**src/rtl/inst_fetch_translate.sv**
```systemverilog
// Fetch-address stage: owns the fetch PC, turns the MMU result into an I-cache
// request or a fetch exception, and holds one fetch record for decode.
// inst_mmu_result layout: [35:4] paddr, [3] miss, [2] invalid, [1] illegal, [0] uncached.
module inst_fetch_translate #(
  parameter logic [31:0] RESET_PC = 32'hBFC0_0000
) (
  input  logic        clk,
  input  logic        rst,
  input  logic        flush,
  input  logic [31:0] flush_pc,
  input  logic        stall,
  output logic [31:0] inst_vaddr,
  input  logic [35:0] inst_mmu_result,
  output logic        icache_req,
  output logic [31:0] icache_paddr,
  output logic        icache_uncached,
  input  logic        icache_ready,
  output logic        icache_abort,
  output logic        if_valid,
  output logic [31:0] if_pc,
  output logic        if_exc,
  output logic [4:0]  if_exccode,
  output logic        if_tlb_refill
);

  typedef enum logic [1:0] {ST_RUN, ST_WAIT, ST_FAULT} state_t;

  state_t      state_q, state_d;
  logic [31:0] pc_q;
  logic [31:0] req_paddr_q;
  logic        req_unc_q;
  logic        ld_ok, ld_fault, latch;

  logic [31:0] mmu_paddr;
  logic        mmu_miss, mmu_invalid, mmu_illegal, mmu_unc;
  assign {mmu_paddr, mmu_miss, mmu_invalid, mmu_illegal, mmu_unc} = inst_mmu_result;

  logic adel, refill, inv, fault, slot_free;
  assign adel      = (pc_q[1:0] != 2'b00) | mmu_illegal;
  assign refill    = !adel & mmu_miss;
  assign inv       = !adel & !mmu_miss & mmu_invalid;
  assign fault     = adel | refill | inv;
  assign slot_free = !if_valid | !stall;

  assign inst_vaddr = pc_q;

  always_ff @(posedge clk or negedge rst) begin
    if (!rst) state_q <= ST_RUN;
    else      state_q <= state_d;
  end

  always_comb begin
    state_d         = state_q;
    icache_req      = 1'b0;
    icache_paddr    = mmu_paddr;
    icache_uncached = mmu_unc;
    icache_abort    = 1'b0;
    ld_ok           = 1'b0;
    ld_fault        = 1'b0;
    latch           = 1'b0;
    case (state_q)
      ST_RUN: begin
        if (!flush && slot_free) begin
          if (fault) begin
            ld_fault = 1'b1;
            state_d  = ST_FAULT;
          end else begin
            icache_req = 1'b1;
            if (icache_ready) ld_ok = 1'b1;
            else begin
              latch   = 1'b1;
              state_d = ST_WAIT;
            end
          end
        end
      end
      ST_WAIT: begin
        // Slot is empty here, so stall does not gate the held request.
        icache_paddr    = req_paddr_q;
        icache_uncached = req_unc_q;
        if (flush) icache_abort = 1'b1;
        else begin
          icache_req = 1'b1;
          if (icache_ready) begin
            ld_ok   = 1'b1;
            state_d = ST_RUN;
          end
        end
      end
      default: ;
    endcase
    if (flush) state_d = ST_RUN;
    // Drop the request as soon as reset asserts, without waiting for a clock.
    if (!rst) icache_req = 1'b0;
  end

  always_ff @(posedge clk or negedge rst) begin
    if (!rst) begin
      pc_q          <= RESET_PC;
      req_paddr_q   <= '0;
      req_unc_q     <= 1'b0;
      if_valid      <= 1'b0;
      if_pc         <= '0;
      if_exc        <= 1'b0;
      if_exccode    <= '0;
      if_tlb_refill <= 1'b0;
    end else if (flush) begin
      pc_q     <= flush_pc;
      if_valid <= 1'b0;
    end else begin
      if (ld_ok) begin
        if_valid      <= 1'b1;
        if_pc         <= pc_q;
        if_exc        <= 1'b0;
        if_exccode    <= 5'd0;
        if_tlb_refill <= 1'b0;
        pc_q          <= pc_q + 32'd4;
      end else if (ld_fault) begin
        if_valid      <= 1'b1;
        if_pc         <= pc_q;
        if_exc        <= 1'b1;
        if_exccode    <= adel ? 5'd4 : 5'd2;
        if_tlb_refill <= refill;
      end else if (if_valid && !stall) begin
        if_valid <= 1'b0;
      end
      if (latch) begin
        req_paddr_q <= mmu_paddr;
        req_unc_q   <= mmu_unc;
      end
    end
  end

endmodule

```
**config.mk**
```make
export PLATFORM = sky130hd
export DESIGN_NAME = inst_fetch_translate
export DESIGN_NICKNAME = d
export VERILOG_FILES = /design/src/rtl/inst_fetch_translate.sv
export SDC_FILE = /design/constraint.sdc
export NUM_CORES = 1
export LEC_CHECK = 0
export BUFFER_PORTS_ARGS = -buffer_cell sky130_fd_sc_hd__buf_4
export CAP_MARGIN = 20
export CORE_AREA = 2 2 105 107
export CTS_CLUSTER_SIZE = 12
export DETAILED_ROUTE_END_ITERATION = 8
export DIE_AREA = 0 0 107 109
export PLACE_DENSITY = 0.79
export SKIP_LAST_GASP = 1
export SYNTH_ARGS = -nofsm -noshare
export SYNTH_HDL_FRONTEND = slang
export SYNTH_SLANG_ARGS = --single-unit
```
**constraint.sdc**
```tcl
create_clock -name clk -period 2.8 [get_ports clk]
set_clock_uncertainty 0.05 [all_clocks]
set_input_delay 0.28 -clock clk [delete_from_list [all_inputs] [get_ports clk]]
set_output_delay 0.28 -clock clk [all_outputs]
set_load 0.03 [all_outputs]
```
==> results by group <==
Critical path
  • Critical path's slowest cell: dfrtp_1
  • Critical Path AT: about 2.1 ns
  • WP data required: 2.47 ns
  • Startpoint class of the critical path: flop
  • Kind of cell adding the most delay to the critical path: buffers and inverters
  • Slowest stage delay, CP: 0.54 ns
  • Worst path cell trace: nor2b_2, buf_4, mux2_2, buf_4
  • Critical path buffers and inverters: 2
  • Most frequent CP cell: buf_4
  • CP Max Fanout: 34
  • Setup Crit Path Kind: flop to output port
  • Kind of end point of the critical path: output port

Clock network
  • H-tree lvl count: 3
  • Clock-pin slew on the worst setup and hold paths: 0.09 ns
  • Num CTS Buffers: 9
  • CTS tree: yes
  • Root Driver: clkbuf_8
  • Clk_lat worst skew: between 0.3 and 0.4 ns
  • CTS sink count: 104
  • Max clock buf depth: 2

Yosys
  • Post-synth ARST share: 1.00
  • Mapped Area: 5190 µm²
  • Yosys top cell area share: 0.458
  • Avg Cell Area, Syn: roughly 13 µm²
  • Ranking of synthesized cells by area: dfrtp_1, mux2_2, dfstp_2, xnor2_1, nand2_1
  • Seq/Total Area, Yosys: 0.503
  • Synth area leader: dfrtp_1
  • Yosys reg bits: 104
  • Synth Instances: between 400 and 500
  • EDFF count, synth: 0
  • Netlist cell types: 51
  • Synth warnings: 0
  • Dominant synthesized flop cell: dfrtp_1

Final layout
  • FF+latch area: ~2600 µm²
  • Fill count: 869
  • Final nets: about 660
  • Finished Core Util: 0.641
  • Area delta synth->final: 31.0%
  • Layout cells sized above 1: 0.551
  • Most common library cell in the layout ignoring fill and taps: buf_4
  • Footprint of the multi-input gates: 2440 µm²
  • Most frequent cells in the layout: buf_4, mux2_2, dfrtp_1
  • Finished layout cell area: 6800 µm²
  • ANT cells: 0

STA
  • RSZ-0062 raised after global routing: false
  • Max-slew violation total from the final report: 0
  • Rel. slew slack: 0.335
  • Least-Margin Pin Slew: 0.997 ns
  • Post-layout min period: 2.39 ns
  • Setup TNS: 0 ns
  • Tcrit/Tclk final: 0.853
  • # setup viols final: 0
  • Fmax: 418 MHz
  • Setup WS post-layout: 0.410 ns
  • Hold Violations, Final: 0

Detailed routing
  • Vias per cell: approximately 5.2
  • Drt total wl: 11900 µm
  • Initial DRC count: 162
  • Wire per inst: about 16 µm
  • DR vias: 3809
  • DRT antenna net count: 0
  • DRC Markers: 0
  • Initial DRT Pass Iterations: 4

Place
  • Post-detail-place hpwl: 8850 µm
  • Port buffer count: 176
  • Placed cell area: 6590 µm²
  • Final Wtd Congestion: ~0.78
  • Post-Place Worst Slack: 0.604 ns

Floorplan
  • Die area: 11700 µm²
  • IO Pins: 180
  • Initial Util: 0.490
  • Die Ht: about 110 µm
  • Die span in x: 107 µm
  • Core area: roughly 11000 µm²
  • Cell Rows: 38

Global route
  • Largest net degree at the start of global routing: 67
  • Number of global-route vias before repair: 3758
  • GR peak layer: met2
  • Grt ovf: 0
  • First-pass GRT wire length: 18800 µm
  • Antenna violations before repair: 0
  • M2 GR Usage: 0.354
  • GRT Overall Usage: 0.206
  • GR Util met3: 0.0269
  • Met1 usage: 0.269

Power and ir drop
  • Leakage: 3.15 nW
  • Total power: 4.03 mW
  • Max VDD drop: 275 µV
  • Power per Cell Area: 592 nW/µm²

Min path
  • Min-delay worst type: input pin to flop

Flow run
  • Maxcap violations: 0

Outcome
  • Outcome: finished, final reports clean
through the flow:
step	hold slack (ns)	cells
floorplan	-0.0656	415
global placement	0.265	713
detailed placement	0.272	713
CTS	0.0586	730
global route	0.0762	730
finish	0.0784	730
metal layers:
metal	routed length (µm)	share of wire	up-vias
met5	0	0	-
met4	195	0.016	0
met3	482	0.040	12
met2	6170	0.52	111
met1	5070	0.43	1865
li1	-	-	1821
report_power, final:
part	switching (mW)	leakage (nW)	total [mW]	internal (mW)
combinational	0.669	1.75	1.19	0.520
sequential	0.162	1.30	1.89	1.73
clock	0.488	0.103	0.949	0.461
registers in the layout, summed over array words and instances, names as in the netlist:
register	cells
if_pc	32
inst_vaddr	32
req_paddr_q	32
if_exccode	2
state_q	2
if_exc	1
if_tlb_refill	1
if_valid	1
req_unc_q	1
worst register-to-register path, stage by stage (launching register included):
cell and delay, ns:
dfrtp_1 0.45, nor3_4 0.39, a31oi_4 0.45, nor4b_1 0.59
xnor2_1 0.17, o21ai_1 0.07
final timing paths:
| kind | startpoint | end | slack [ns] | depth (start not counted) |
|---|---|---|---|---|
| max | state_q[0] | icache_paddr[20] | 0.41 | 4 |
| min in group asynchronous | rst | if_pc[2] | 0.44 | 2 |
| max in group asynchronous | rst | if_pc[25] | 1.11 | 3 |
| min reg2reg | if_exccode[2] | if_exccode[2] | 0.44 | 2 |
| min | flush_pc[30] | inst_vaddr[30] | 0.08 | 3 |
| max reg2reg | inst_vaddr[1] | inst_vaddr[16] | 0.51 | 5 |
cell type report:
class	count	share of cell area
multi-input combinational	287	0.358
timing repair buffer	183	0.202
sequential	104	0.384
clock inverter	3	0.00589
clock buffer	13	0.0234
tap	140	0.0258
synthesized netlist by cell type (2+ instances only):
master / n
nor4b_1: 5
xnor2_1: 25
dfrtp_1: 95
nor4_4: 4
nand4_1: 4
dfstp_2: 9
o21ai_0: 23
clkbuf_1: 8
buf_2: 4
buf_4: 4
nor4_1: 2
nand3_1: 8
nor3_4: 2
nor3b_1: 2
a32o_1: 2
a21oi_1: 4
nand2_1: 42
and4_2: 2
mux2_2: 100
xor2_1: 3
and2_1: 3
nand4_4: 2
o31a_1: 2
nor2_1: 6
o21ai_1: 6
nor3_1: 10
o31ai_1: 2
and4_1: 2
and3_1: 4
buf_6: 7
cell families (layout without fill, tap and decap cells):
logic type	Yosys count	after routing	share of synthesized area
flops	104	104	0.503
simple gates	110	110	0.142
mux	102	102	0.221
fa+ha+maj	1	1	0.00241
compound gates	43	43	0.0518
other cells	1	3	0.000722
buf+inv	24	199	0.0313
xor+xnor	28	28	0.0472
what timing repair did:
item	in CTS	in global routing
hold buffers	1	0
buffers inserted	0	0
resized for setup	0	0
hold endpoints to repair	45	0
No activity file was read; power rests on OpenSTA's default activity.
